$ cat src/rtl/hall_conditioner.sv
// Hall front-end: synchronize, glitch-filter and legality-check the raw hall code,
// then derive direction, commutation period, stall and illegal-code faults.
module hall_conditioner #(
  parameter int FILT_CYCLES  = 16,
  parameter int PERIOD_W     = 24,
  parameter int STALL_CYCLES = 2000000
) (
  input  logic                clk,
  input  logic                rst_n,
  input  logic [2:0]          hall_in,
  output logic [2:0]          hall_out,
  output logic                hall_valid,
  output logic                edge_pulse,
  output logic                dir_obs,
  output logic                seq_error,
  output logic [PERIOD_W-1:0] period,
  output logic                period_valid,
  output logic                stall,
  output logic                invalid_fault
);
  localparam int FW = $clog2(FILT_CYCLES);
  localparam logic [FW-1:0]       FILT_LAST  = FW'(FILT_CYCLES - 1);
  localparam logic [FW-1:0]       FILT_PRE   = FW'(FILT_CYCLES - 2);
  localparam logic [PERIOD_W-1:0] CNT_MAX    = '1;
  localparam logic [PERIOD_W-1:0] STALL_LAST = PERIOD_W'(STALL_CYCLES - 1);

  logic [2:0]          s1, hs, cand;
  logic [FW-1:0]       scnt;
  logic [PERIOD_W-1:0] cnt, cnt_inc;
  logic                has_ref;
  logic                accept, legal, edge_evt;

  function automatic logic [2:0] succ(input logic [2:0] c);
    case (c)
      3'b001:  succ = 3'b011;
      3'b011:  succ = 3'b010;
      3'b010:  succ = 3'b110;
      3'b110:  succ = 3'b100;
      3'b100:  succ = 3'b101;
      3'b101:  succ = 3'b001;
      default: succ = 3'b000;
    endcase
  endfunction

  function automatic logic [2:0] pred(input logic [2:0] c);
    case (c)
      3'b011:  pred = 3'b001;
      3'b010:  pred = 3'b011;
      3'b110:  pred = 3'b010;
      3'b100:  pred = 3'b110;
      3'b101:  pred = 3'b100;
      3'b001:  pred = 3'b101;
      default: pred = 3'b000;
    endcase
  endfunction

  // Acceptance fires on the cycle the stable count reaches its last value,
  // so a clean step lands FILT_CYCLES clocks after reaching hs.
  assign accept   = (hs == cand) && (scnt == FILT_PRE) && (cand != hall_out);
  assign legal    = (cand != 3'b000) && (cand != 3'b111);
  assign edge_evt = accept && legal;
  assign cnt_inc  = (cnt == CNT_MAX) ? cnt : cnt + 1'b1;

  always_ff @(posedge clk or negedge rst_n) begin
    if (!rst_n) begin
      s1            <= '0;
      hs            <= '0;
      cand          <= '0;
      scnt          <= '0;
      cnt           <= '0;
      has_ref       <= 1'b0;
      hall_out      <= '0;
      hall_valid    <= 1'b0;
      edge_pulse    <= 1'b0;
      dir_obs       <= 1'b1;
      seq_error     <= 1'b0;
      period        <= '0;
      period_valid  <= 1'b0;
      stall         <= 1'b0;
      invalid_fault <= 1'b0;
    end else begin
      s1           <= hall_in;
      hs           <= s1;
      edge_pulse   <= 1'b0;
      seq_error    <= 1'b0;
      period_valid <= 1'b0;

      if (hs != cand) begin
        cand <= hs;
        scnt <= '0;
      end else if (scnt != FILT_LAST) begin
        scnt <= scnt + 1'b1;
      end

      if (accept && !legal) invalid_fault <= 1'b1;

      if (edge_evt) begin
        hall_out      <= cand;
        hall_valid    <= 1'b1;
        invalid_fault <= 1'b0;
        edge_pulse    <= 1'b1;
        cnt           <= '0;
        stall         <= 1'b0;
        has_ref       <= 1'b1;
        if (hall_valid) begin
          if (cand == succ(hall_out))      dir_obs   <= 1'b1;
          else if (cand == pred(hall_out)) dir_obs   <= 1'b0;
          else                             seq_error <= 1'b1;
        end
        // has_ref is dropped by a stall, so the edge ending a stall has no reference
        if (has_ref) begin
          period       <= cnt_inc;
          period_valid <= 1'b1;
        end
      end else begin
        cnt <= cnt_inc;
        if (hall_valid && cnt == STALL_LAST) begin
          stall   <= 1'b1;
          has_ref <= 1'b0;
        end
      end
    end
  end
endmodule

$ cat config.mk
export PLATFORM = sky130hd
export DESIGN_NAME = hall_conditioner
export DESIGN_NICKNAME = d
export VERILOG_FILES = /design/src/rtl/hall_conditioner.sv
export SDC_FILE = /design/constraint.sdc
export NUM_CORES = 1
export LEC_CHECK = 0
export BUFFER_PORTS_ARGS = -buffer_cell sky130_fd_sc_hd__buf_4
export CELL_PAD_IN_SITES_DETAIL_PLACEMENT = 1
export CELL_PAD_IN_SITES_GLOBAL_PLACEMENT = 2
export CORE_ASPECT_RATIO = 0.6
export CORE_MARGIN = 2
export CORE_UTILIZATION = 27
export CTS_CLUSTER_DIAMETER = 200
export DETAILED_ROUTE_END_ITERATION = 10
export GPL_TIMING_DRIVEN = 0
export PLACE_DENSITY = 0.59
export SKIP_CTS_REPAIR_TIMING = 1
export SYNTH_ARGS = -nofsm -noshare
export SYNTH_HDL_FRONTEND = slang
export SYNTH_SLANG_ARGS = --single-unit
export TNS_END_PERCENT = 20
$ cat constraint.sdc
create_clock -name clk -period 2.55 [get_ports clk]
set_clock_uncertainty 0.1 [all_clocks]
set_input_delay 0 -clock clk [delete_from_list [all_inputs] [get_ports clk]]
set_output_delay 0 -clock clk [all_outputs]
set_load 0.1 [all_outputs]
== Word-level counts from Yosys, hierarchy flattened ==
Cells that the tools add are included.

* Multiplexer cells: 26
* Reduce and logical (&&, ||, !) cells: 14
* Equal/unequal tests: 16
* Add/sub/neg operators: 2

{| class="wikitable"
|+ Operator list
! kind !! count
|-
| 2-to-1 mux 24 bit || 2
|-
| case mux 3 bit (6 select lines) || 2
|-
| adder 24 x 1 -> 24 bit, second input constant || 1
|-
| equality test 24 x 21 -> 1 bit, second input constant || 1
|-
| equality test 24 bit, second input constant || 1
|-
| 2-to-1 mux 1 bit || 15
|-
| 2-to-1 mux 3 bit || 5
|-
| equality test 3 bit || 3
|-
| equality test 3 bit, second input constant || 3
|-
| 2-to-1 mux 4 bit || 2
|-
| nonzero test 2 bit || 4
|-
| equality test 3 x 2 -> 1 bit, second input constant || 2
|-
| logical AND 1 bit || 6
|-
| inequality test 3 bit || 2
|-
| adder 4 x 1 -> 4 bit, second input constant || 1
|-
| equality test 4 bit, second input constant || 1
|-
| inequality test 4 bit, second input constant || 1
|-
| equality test 3 x 1 -> 1 bit, second input constant || 1
|-
| inequality test 3 bit, second input constant || 1
|-
| AND reduction 3 bit || 1
|-
| nonzero test 3 bit || 1
|-
| AND reduction 2 bit || 1
|-
| logical NOT 1 bit || 1
|}

* Output and inout bits: 34
* Word-level logic and storage cells: 73
* Register bits after elaboration: 72

== Depth between registers and ports, before layout ==
Gate-level depths: netlist of the first run.

* Depth after elaboration: 14
* Mapped depth: 8
* Gate-level depth less buffers: 7

== Worst setup path before layout of the first run ==
No wires, ideal clock.

* Path type: reg-to-reg
* Start: register hall_out[1]
* End: register period[13]
* Setup slack: 0.003 ns
* Data required time: 2.325 ns
* Period minus slack after synthesis: 2.547 ns
* Stages on the path, launching flop included: 6
* Arrival: 2.321 ns
* Path buffers: 1
* Cell sequence: dfrtp_1 > buf_2 > xor2_1 > a211oi_2 > nor4_4 > mux2_2

* Longest elaborated chain between the ends: 4

{| class="wikitable"
|+ Ends and longest elaborated chain
! element !! RTL line !! RTL
|-
| from (decl) || 11 || <nowiki>output logic [2:0] hall_out,</nowiki>
|-
| from (signal assigned) || 98 || <nowiki>hall_out <= cand;</nowiki>
|-
| inequality test 3 bit || 59 || <nowiki>assign accept = (hs == cand) && (scnt == FILT_PRE) && (cand != hall_out);</nowiki>
|-
| logical AND 1 bit || 59 ||
|-
| logical AND 1 bit || 61 || <nowiki>assign edge_evt = accept && legal;</nowiki>
|-
| AND reduction 2 bit (no source line) || - ||
|-
| to (signal assigned) || 112 || <nowiki>period <= cnt_inc;</nowiki>
|-
| to (decl) || 16 || <nowiki>output logic [PERIOD_W-1:0] period,</nowiki>
|}

No other way between the ends.
A chain may end at the register's enable or synchronous reset.

== Worst setup path after layout of the first run ==
* Start: register cnt[0]
* End: register period[21]

* Longest elaborated chain between the ends: 2

{| class="wikitable"
|+ Ends and longest elaborated chain
! element !! RTL line !! RTL
|-
| from (decl) || 29 || <nowiki>logic [PERIOD_W-1:0] cnt, cnt_inc;</nowiki>
|-
| from (signal assigned) || 116 || <nowiki>cnt <= cnt_inc;</nowiki>
|-
| adder 24 x 1 -> 24 bit or equality test 24 bit (tied branches) || 62 || <nowiki>assign cnt_inc = (cnt == CNT_MAX) ? cnt : cnt + 1'b1;</nowiki>
|-
| 2-to-1 mux 24 bit * || 62 ||
|}

Mark *: on every way between the ends. The rest lies on a longest branch, timed or not.

==> flow_summary.yaml, run 1 <==
outcome:
  status: "completed"
place:
  dpl_worst_slack_ns: -0.374
  io_buffers: 38
  gp_congestion: 0.788
  hpwl_um: 6950
setup_path:
  required_ns: 2.66
  cp-end-kind: "flip-flop"
  cp-start-kind: "flip-flop"
  crit_fanout: 8
  r2r-start: "cnt[0]"
  path_class: "flip-flop to flip-flop"
  critPathLaunch: "cnt[0]"
  critPathArrivalTime_ns: 2.58
floorplan:
  rows: 31
  die_w_um: 149
  dieArea_um2: 13500
  coreArea_um2: 12100
  start_util: 0.279
  die_y_um: 90.8
  pin_count: 39
timing:
  final.min_clock_period_ns: 2.46
  max_freq_ghz: 0.406
  fin_ws_ns: 0.0851
  report.final.slew_viol_count: 0
  hold_violations: 0
  fin_worst_hold_slack_ns: 0.206
  slew-limit-headroom: 0.365
  period_share: 0.967
  tightest_slew_ns: 0.952
  rsz0062_at_grt: "true"
  tns_ns: 0
  setup-violations-final: 0
drt:
  first_pass_iters: 4
  routedWlPerCell_um: 17.5
  ant_nets: 0
  vias: 2710
  routed_wl_um: 9700
  drc_errors: 0
  first_iter_violations: 104
  viasPerCell: 4.90
global_routing:
  grt_pass1_wl_um: 15900
  grtUsageMet1: 0.258
  grt_pass1_vias: 2714
  grt_overflow: 0
  antenna_found_initial: 0
  global_route.usage.met2: 0.186
  track_usage: 0.156
  grt_max_degree: 73
  grt_busiest_layer: "met1"
  met3_usage: 0.0394
power_and_ir_drop:
  p_sw_frac: 0.214
  power.density_nw_per_um2: 606
  max-vdd-ir-drop_v: 0.000312
  sequentialPowerShare: 0.441
  combPwrFrac: 0.027
  clkPwrFrac: 0.532
  intPower_mw: 2.06
  switchingPower_mw: 0.561
  leakage_nw: 1.94
min_path:
  hold_class: "input port to flip-flop"
  worstHoldStart: "hall_in[2]"
synth:
  synth.most_common_cell: "dfrtp_1"
  syn_nets: 334
  syn_inst: 326
  yosysTopAreaCellShare: 0.524
  synth.distinct_cells: 55
  synth_top_cell_by_area: "dfrtp_1"
  netlist_area_um2: 3390
  synth_commonest_cells: "71 x dfrtp_1, 42 x nor2_1, 35 x a21oi_1, 19 x nand2_1, 16 x xnor2_1"
  ys_ff_latch: 72
  synthTopCellsByArea: "dfrtp_1 52%, a21oi_1 5.2%, nor2_1 4.6%, xnor2_1 4.1%, mux2_2 2.3%"
  synth_ff_type: "dfrtp_1"
  synth.avg_cell_area_um2: 10.4
  synthArstFlopShare: 1.00
  ys_seq_area_frac: 0.532
  synth_edf_count: 0
  synth_warnings: 0
cts:
  cts-root-buf: "clkbuf_16"
  cts_made_buffers: 9
  cts_tree: "done"
  cts.sinks: 72
  htree_num_levels: 3
  cts_buffer_depth: 2
  clkLatencyLatePin_ns: 0.34
  clkTransAtPathRegs_ns: 0.06
finish:
  drive_above_1_share: 0.242
  area_growth_pct: 27.6
  fin_nets: 391
  fillCellCount: 1362
  antenna_cells: 0
run:
  cap_violations: 0
## per-layer routing
metal  part of all wire  vias up
met5                  0        -
met4              0.014        0
met3              0.048       11
met2               0.36       56
met1               0.57     1355
li1                   -     1288
## stage by stage
stage / power [mW] / cells / util / cell area (µm²)
6_report: 2.62 / 553 / 0.356 / 4330
5_1_grt: 2.72 / 553 / 0.356 / 4330
4_1_cts: 2.66 / 545 / 0.348 / 4220
3_5_place_dp: 1.25 / 529 / 0.320 / 3890
3_3_place_gp: 1.24 / 529 / 0.320 / 3880
2_1_floorplan: 1.21 / 326 / - / 3390
## path summary, 6_finish.rpt
path | endpoint | depth (start not counted) | slack [ns]
max in group asynchronous | period[13] | 2 | 1.47
worst max register to register | period[21] | 6 | 0.09
worst min register to register | hs[1] | 0 | 0.25
worst max-delay path | period[21] | 6 | 0.09
min in group asynchronous | scnt[0] | 2 | 0.25
worst min-delay path | s1[2] | 2 | 0.21
## placed cells by master, fill, tap and decap left out, drive strengths merged, types with 5 or more instances in the layout
cell / count
xor2: 8
inv: 7
nand2: 19
xnor2: 16
nor3: 7
a31oi: 8
mux2: 7
dfrtp: 71
nor2: 42
nand4: 11
and4: 5
o21ai: 7
buf: 51
nand3: 12
a21oi: 36
nor4: 9
clkbuf: 19
## layout make-up
cell class | instances | area [µm²] | share of cell area
Clock inverter | 6 | 91.3 | 0.0211
Tap cell | 165 | 206 | 0.0477
Timing Repair Buffer | 46 | 368 | 0.0850
Multi-Input combinational cell | 230 | 1510 | 0.348
Buffer | 18 | 90.1 | 0.0208
Inverter | 6 | 22.5 | 0.00520
Sequential cell | 72 | 1800 | 0.417
Clock buffer | 10 | 239 | 0.0552
## power by group through the flow
stage	Combinational, mW	Sequential, mW	Clock, mW
after floorplan	0.0307	1.18	0
after CTS	0.0673	1.16	1.44
after global placement	0.0652	1.18	0
after global routing	0.0830	1.16	1.48
final	0.0717	1.16	1.40
after detailed placement	0.0672	1.18	0
## cells by family (layout without fill, tap and decap cells)
family	after synthesis	after routing	synth area share
AO/OA/AOI/OAI	68	68	0.128
buffers and inverters	24	86	0.0328
flip-flops	72	72	0.532
AND/OR/NAND/NOR	127	127	0.208
adder cells (fa/ha/maj)	3	3	0.0111
XOR/XNOR	24	24	0.0620
multiplexers	8	8	0.0262
## worst max-delay path: stages (launching register included)
cell and delay, ns:
dfrtp_1 0.38, ha_1 0.27, nand4_2 0.32, nor4_1 0.72
a311oi_1 0.23, xnor2_1 0.23, a21oi_1 0.09
## flip-flops by register name (all words and copies together), names as in the netlist
| register | cells |
|---|---|
| stall | 1 |
| hall_out | 3 |
| period | 24 |
| s1 | 3 |
| edge_pulse | 1 |
| period_valid | 1 |
| has_ref | 1 |
| invalid_fault | 1 |
| scnt | 4 |
| hs | 3 |
| cnt | 24 |
| dir_obs | 1 |
| cand | 3 |
| hall_valid | 1 |
| seq_error | 1 |
No activity file was read; power rests on OpenSTA's default activity.
==> inputs of run 2 (changes only) <==
PLACE_DENSITY = default   (was 0.59)
PLACE_DENSITY_LB_ADDON = 0.1   (was default)
==> run 2 against run 1 <==
  * Hold slack improved by 0.0049 ns
  * Sequential cell count unchanged
  * Via count increased by 0.89%
  * Largest cell class unchanged
==> flow_summary.yaml, run 2 (same netlist as run 1, synthesis figures left out) <==
outcome:
  status: "completed"
cts:
  cts_buffer_depth: 2
  cts-root-buf: "clkbuf_16"
  htree_num_levels: 3
  cts_made_buffers: 9
  clkLatencyLatePin_ns: 0.34
  clkTransAtPathRegs_ns: 0.06
  cts_tree: "done"
  cts.sinks: 72
finish:
  antenna_cells: 0
  final_cell_mix: "71 x dfrtp_1, 45 x buf_4, 41 x nor2_1"
  fin_area_um2: 4380
  area_growth_pct: 29.2
  layout.cells.non_filler: 556
  largest_registers: "cnt x24, period x24, scnt x4"
  fin_nets: 394
  final_common_cell: "dfrtp_1"
  drive_above_1_share: 0.261
timing:
  fin_worst_hold_slack_ns: 0.211
  final.min_clock_period_ns: 2.39
  period_share: 0.938
  hold_violations: 0
  rsz0062_at_grt: "true"
  slew-limit-headroom: 0.355
  tns_ns: 0
  tightest_slew_ns: 0.967
  report.final.slew_viol_count: 0
  setup-violations-final: 0
  fin_ws_ns: 0.157
  max_freq_ghz: 0.418
drt:
  first_pass_iters: 4
  routed_wl_um: 10100
  drc_errors: 0
  routedWlPerCell_um: 18.1
  ant_nets: 0
  viasPerCell: 4.92
  vias: 2734
  first_iter_violations: 151
floorplan:
  pin_count: 39
  dieArea_um2: 13500
  start_util: 0.279
  die_w_um: 149
  rows: 31
  die_y_um: 90.8
  coreArea_um2: 12100
global_routing:
  grt_overflow: 0
  global_route.usage.met2: 0.203
  track_usage: 0.159
  antenna_found_initial: 0
  grtUsageMet1: 0.253
  grt_pass1_wl_um: 16000
  grt_busiest_layer: "met1"
  grt_pass1_vias: 2793
  grt_max_degree: 73
  met3_usage: 0.0429
place:
  dp_cells: 529
  gp_congestion: 0.794
  hpwl_um: 7140
  io_buffers: 38
  placed_area_um2: 3880
  dpl_worst_slack_ns: -0.423
run:
  cap_violations: 0
setup_path:
  cp-start-kind: "flip-flop"
  path_class: "flip-flop to flip-flop"
  slowest_delay_ns: 0.45
  cp_cell_sequence: "buf_2, xnor2_1, nand4_1, nor3_4, buf_4, clkbuf_2, nor2_1"
  slowest_stage: "nor3_4"
  critPathArrivalTime_ns: 2.51
  required_ns: 2.66
  cp-end-kind: "flip-flop"
  crit_fanout: 10
power_and_ir_drop:
  max-vdd-ir-drop_v: 0.000307
  power.density_nw_per_um2: 600
  leakage_nw: 1.98
min_path:
  hold_class: "input port to flip-flop"
## run 2: changes by cell type in the layout (fill, tap and decap cells not counted), moves of 2 or more
| cell | change |
|---|---|
| buf_4 | +3 |
| clkbuf_1 | -2 |
| clkbuf_2 | +2 |
| nor4_1 | -2 |
## run 2: routing by layer
metal / vias up / routed length (µm)
li1: 1286 / -
met1: 1376 / 5550
met3: 10 / 509
met2: 62 / 3900
met4: 0 / 107
met5: - / 0
## run 2: worst max-delay path: cells and delay by family (launching register included)
kind | cells | cell delay (ns)
and+or+nand+nor | 3 | 0.92
buffers and inverters | 3 | 0.64
DFF | 1 | 0.38
xor gates and xnor gates | 1 | 0.24
## run 2: path summary, 6_finish.rpt
path	start	slack, ns	endpoint	depth (start not counted)
worst max-delay path	cand[1]	0.16	cnt[10]	7
worst min-delay path	hall_in[2]	0.21	s1[2]	2
worst max register to register	cand[1]	0.16	cnt[10]	7
worst min register to register	s1[1]	0.25	hs[1]	0
max in group asynchronous	rst_n	1.46	cnt[13]	2
min in group asynchronous	rst_n	0.25	scnt[1]	2
## run 2: area by class of cell
cell class / count / area [µm²]
Buffer: 18 / 95.1
Clock buffer: 10 / 239
Clock inverter: 6 / 90.1
Fill cell: 1358 / 7760
Inverter: 6 / 22.5
Multi-Input combinational cell: 230 / 1530
Sequential cell: 72 / 1800
Tap cell: 165 / 206
Timing Repair Buffer: 49 / 390
## run 2: through the flow
| step | power [mW] | utilization |
|---|---|---|
| 2_1_floorplan | 1.21 | - |
| 5_1_grt | 2.73 | 0.361 |
| 4_1_cts | 2.67 | 0.347 |
| 6_report | 2.63 | 0.361 |
| 3_5_place_dp | 1.25 | 0.320 |
| 3_3_place_gp | 1.24 | 0.320 |
## run 2: report_power, final
group	switching (mW)	total [mW]	internal, mW
clock network	0.513	1.40	0.887
logic	0.0493	0.0727	0.0234
registers	0.00533	1.16	1.15
==> inputs of run 3 (changes only) <==
CELL_PAD_IN_SITES_DETAIL_PLACEMENT = 0   (was 1)
==> run 3 against run 2 <==
  * Setup slack gained 0.12 ns
  * Sequential cell count is the same
  * First-iteration DRC count grew 17%
  * Die area is the same
  * Largest cell class unchanged
  * Cell area shrank 1.1%
==> flow_summary.yaml, run 3 (same netlist as run 1, synthesis figures left out) <==
place:
  hpwl_um: 6650
  io_buffers: 38
  gp_congestion: 0.794
  placed_area_um2: 3880
  dpl_worst_slack_ns: -0.328
timing:
  fin_ws_ns: 0.273
  tightest_slew_ns: 0.966
  period_share: 0.893
  hold_violations: 0
  rsz0062_at_grt: "false"
  max_freq_ghz: 0.439
  slew-limit-headroom: 0.356
  setup-violations-final: 0
  final.min_clock_period_ns: 2.28
  report.final.slew_viol_count: 0
finish:
  drive_above_1_share: 0.264
  antenna_cells: 0
  fin_nets: 397
  area_growth_pct: 27.7
  fillCellCount: 1215
  final_cell_mix: "71 x dfrtp_1, 49 x buf_4, 41 x nor2_1"
  fin_area_um2: 4330
  largest_registers: "cnt x24, period x24, scnt x4"
  final_common_cell: "dfrtp_1"
setup_path:
  reg2regPathDepth: 6
  required_ns: 2.66
  critPathCapture: "period[12]"
  critPathLaunch: "cnt[0]"
  reg2reg_slack_ns: 0.27
  r2r-start: "cnt[0]"
  rr_endpoint: "period[12]"
  cp-end-kind: "flip-flop"
  path_class: "flip-flop to flip-flop"
  cp-start-kind: "flip-flop"
  critPathArrivalTime_ns: 2.39
  crit_fanout: 8
global_routing:
  antenna_found_initial: 0
  grt_max_degree: 73
  grtUsageMet1: 0.246
  met3_usage: 0.0455
  global_route.usage.met2: 0.175
  grt_pass1_wl_um: 15200
  grt_busiest_layer: "met1"
  grt_pass1_vias: 2577
  grt_overflow: 0
  track_usage: 0.149
drt:
  drc_errors: 0
  viasPerCell: 4.81
  first_iter_violations: 177
  routedWlPerCell_um: 16.8
  first_pass_iters: 4
  routed_wl_um: 9390
  ant_nets: 0
  vias: 2687
cts:
  cts_buffer_depth: 2
  cts_tree: "done"
  clkTransAtPathRegs_ns: 0.06
  cts.sinks: 72
  htree_num_levels: 3
  clkLatencyLatePin_ns: 0.34
  cts-root-buf: "clkbuf_16"
  cts_made_buffers: 9
floorplan:
  die_y_um: 90.8
  pin_count: 39
  start_util: 0.279
  die_w_um: 149
  coreArea_um2: 12100
  rows: 31
  dieArea_um2: 13500
power_and_ir_drop:
  switchingPower_mw: 0.564
  power.density_nw_per_um2: 560
  intPower_mw: 1.86
  p_sw_frac: 0.233
  clkPwrFrac: 0.493
  combPwrFrac: 0.030
  leakage_nw: 1.94
  sequentialPowerShare: 0.477
  power.total_mw: 2.43
  max-vdd-ir-drop_v: 0.000299
run:
  cap_violations: 0
min_path:
  worstHoldStart: "hall_in[2]"
  hold_class: "input port to flip-flop"
outcome:
  status: "completed"
## run 3: cell types whose count changed in the layout (fill, tap and decap cells not counted), sizes merged
cell	before	now
buf	53	57
clkbuf	20	19
clkinvlp	1	2
clkinv	2	3
bufinv	2	0
## run 3: cell type report
type | instances | area (µm²) | area share
buffer | 18 | 91.3 | 0.0211
clock buffer | 10 | 239 | 0.0552
clock inverter | 6 | 42.5 | 0.00982
inverter | 6 | 22.5 | 0.00520
multi-input combinational | 230 | 1530 | 0.352
sequential | 72 | 1800 | 0.416
tap | 165 | 206 | 0.0477
timing repair buffer | 52 | 400 | 0.0924
## run 3: power groups by stage
stage	Clock, mW	Sequential (mW)	Combinational [mW]
3_5_place_dp	0	1.18	0.0670
2_1_floorplan	0	1.18	0.0307
5_1_grt	1.29	1.16	0.0831
4_1_cts	1.24	1.16	0.0674
3_3_place_gp	0	1.18	0.0664
6_report	1.20	1.16	0.0720
## run 3: worst max-delay path, cell delays in order (launching register included)
cell and delay (ns):
dfrtp_1 0.39, ha_1 0.28, nand4_2 0.33, nor2_1 0.22
or4bb_1 0.51, xor2_1 0.22, a21oi_1 0.10
## run 3: metrics by stage
stage                     hold WS (ns)  instances  setup TNS (ns)  utilization
after floorplan                 -0.396        326               0            -
after global placement         0.00990        529           -4.88        0.320
after detailed placement        0.0106        529           -4.04        0.320
after CTS                       -0.347        545           -4.92        0.343
after global routing             0.216        559               0        0.357
final                            0.209        559               0        0.357
## run 3: routing by layer
metal / vias to the layer above / part of all wire
met4: 0 / 0.013
met3: 11 / 0.051
met5: - / 0
li1: 1299 / -
met2: 59 / 0.36
met1: 1318 / 0.58
## run 3: worst min path at each step
stage	endpoint	slack [ns]	depth (start not counted)
final	s1[2]	0.21	2
after global routing	s1[0]	0.22	2
after CTS	s1[2]	-0.35	1
after detailed placement	s1[2]	0.01	1
after global placement	s1[2]	0.01	1
after floorplan	cand[0]	-0.40	0
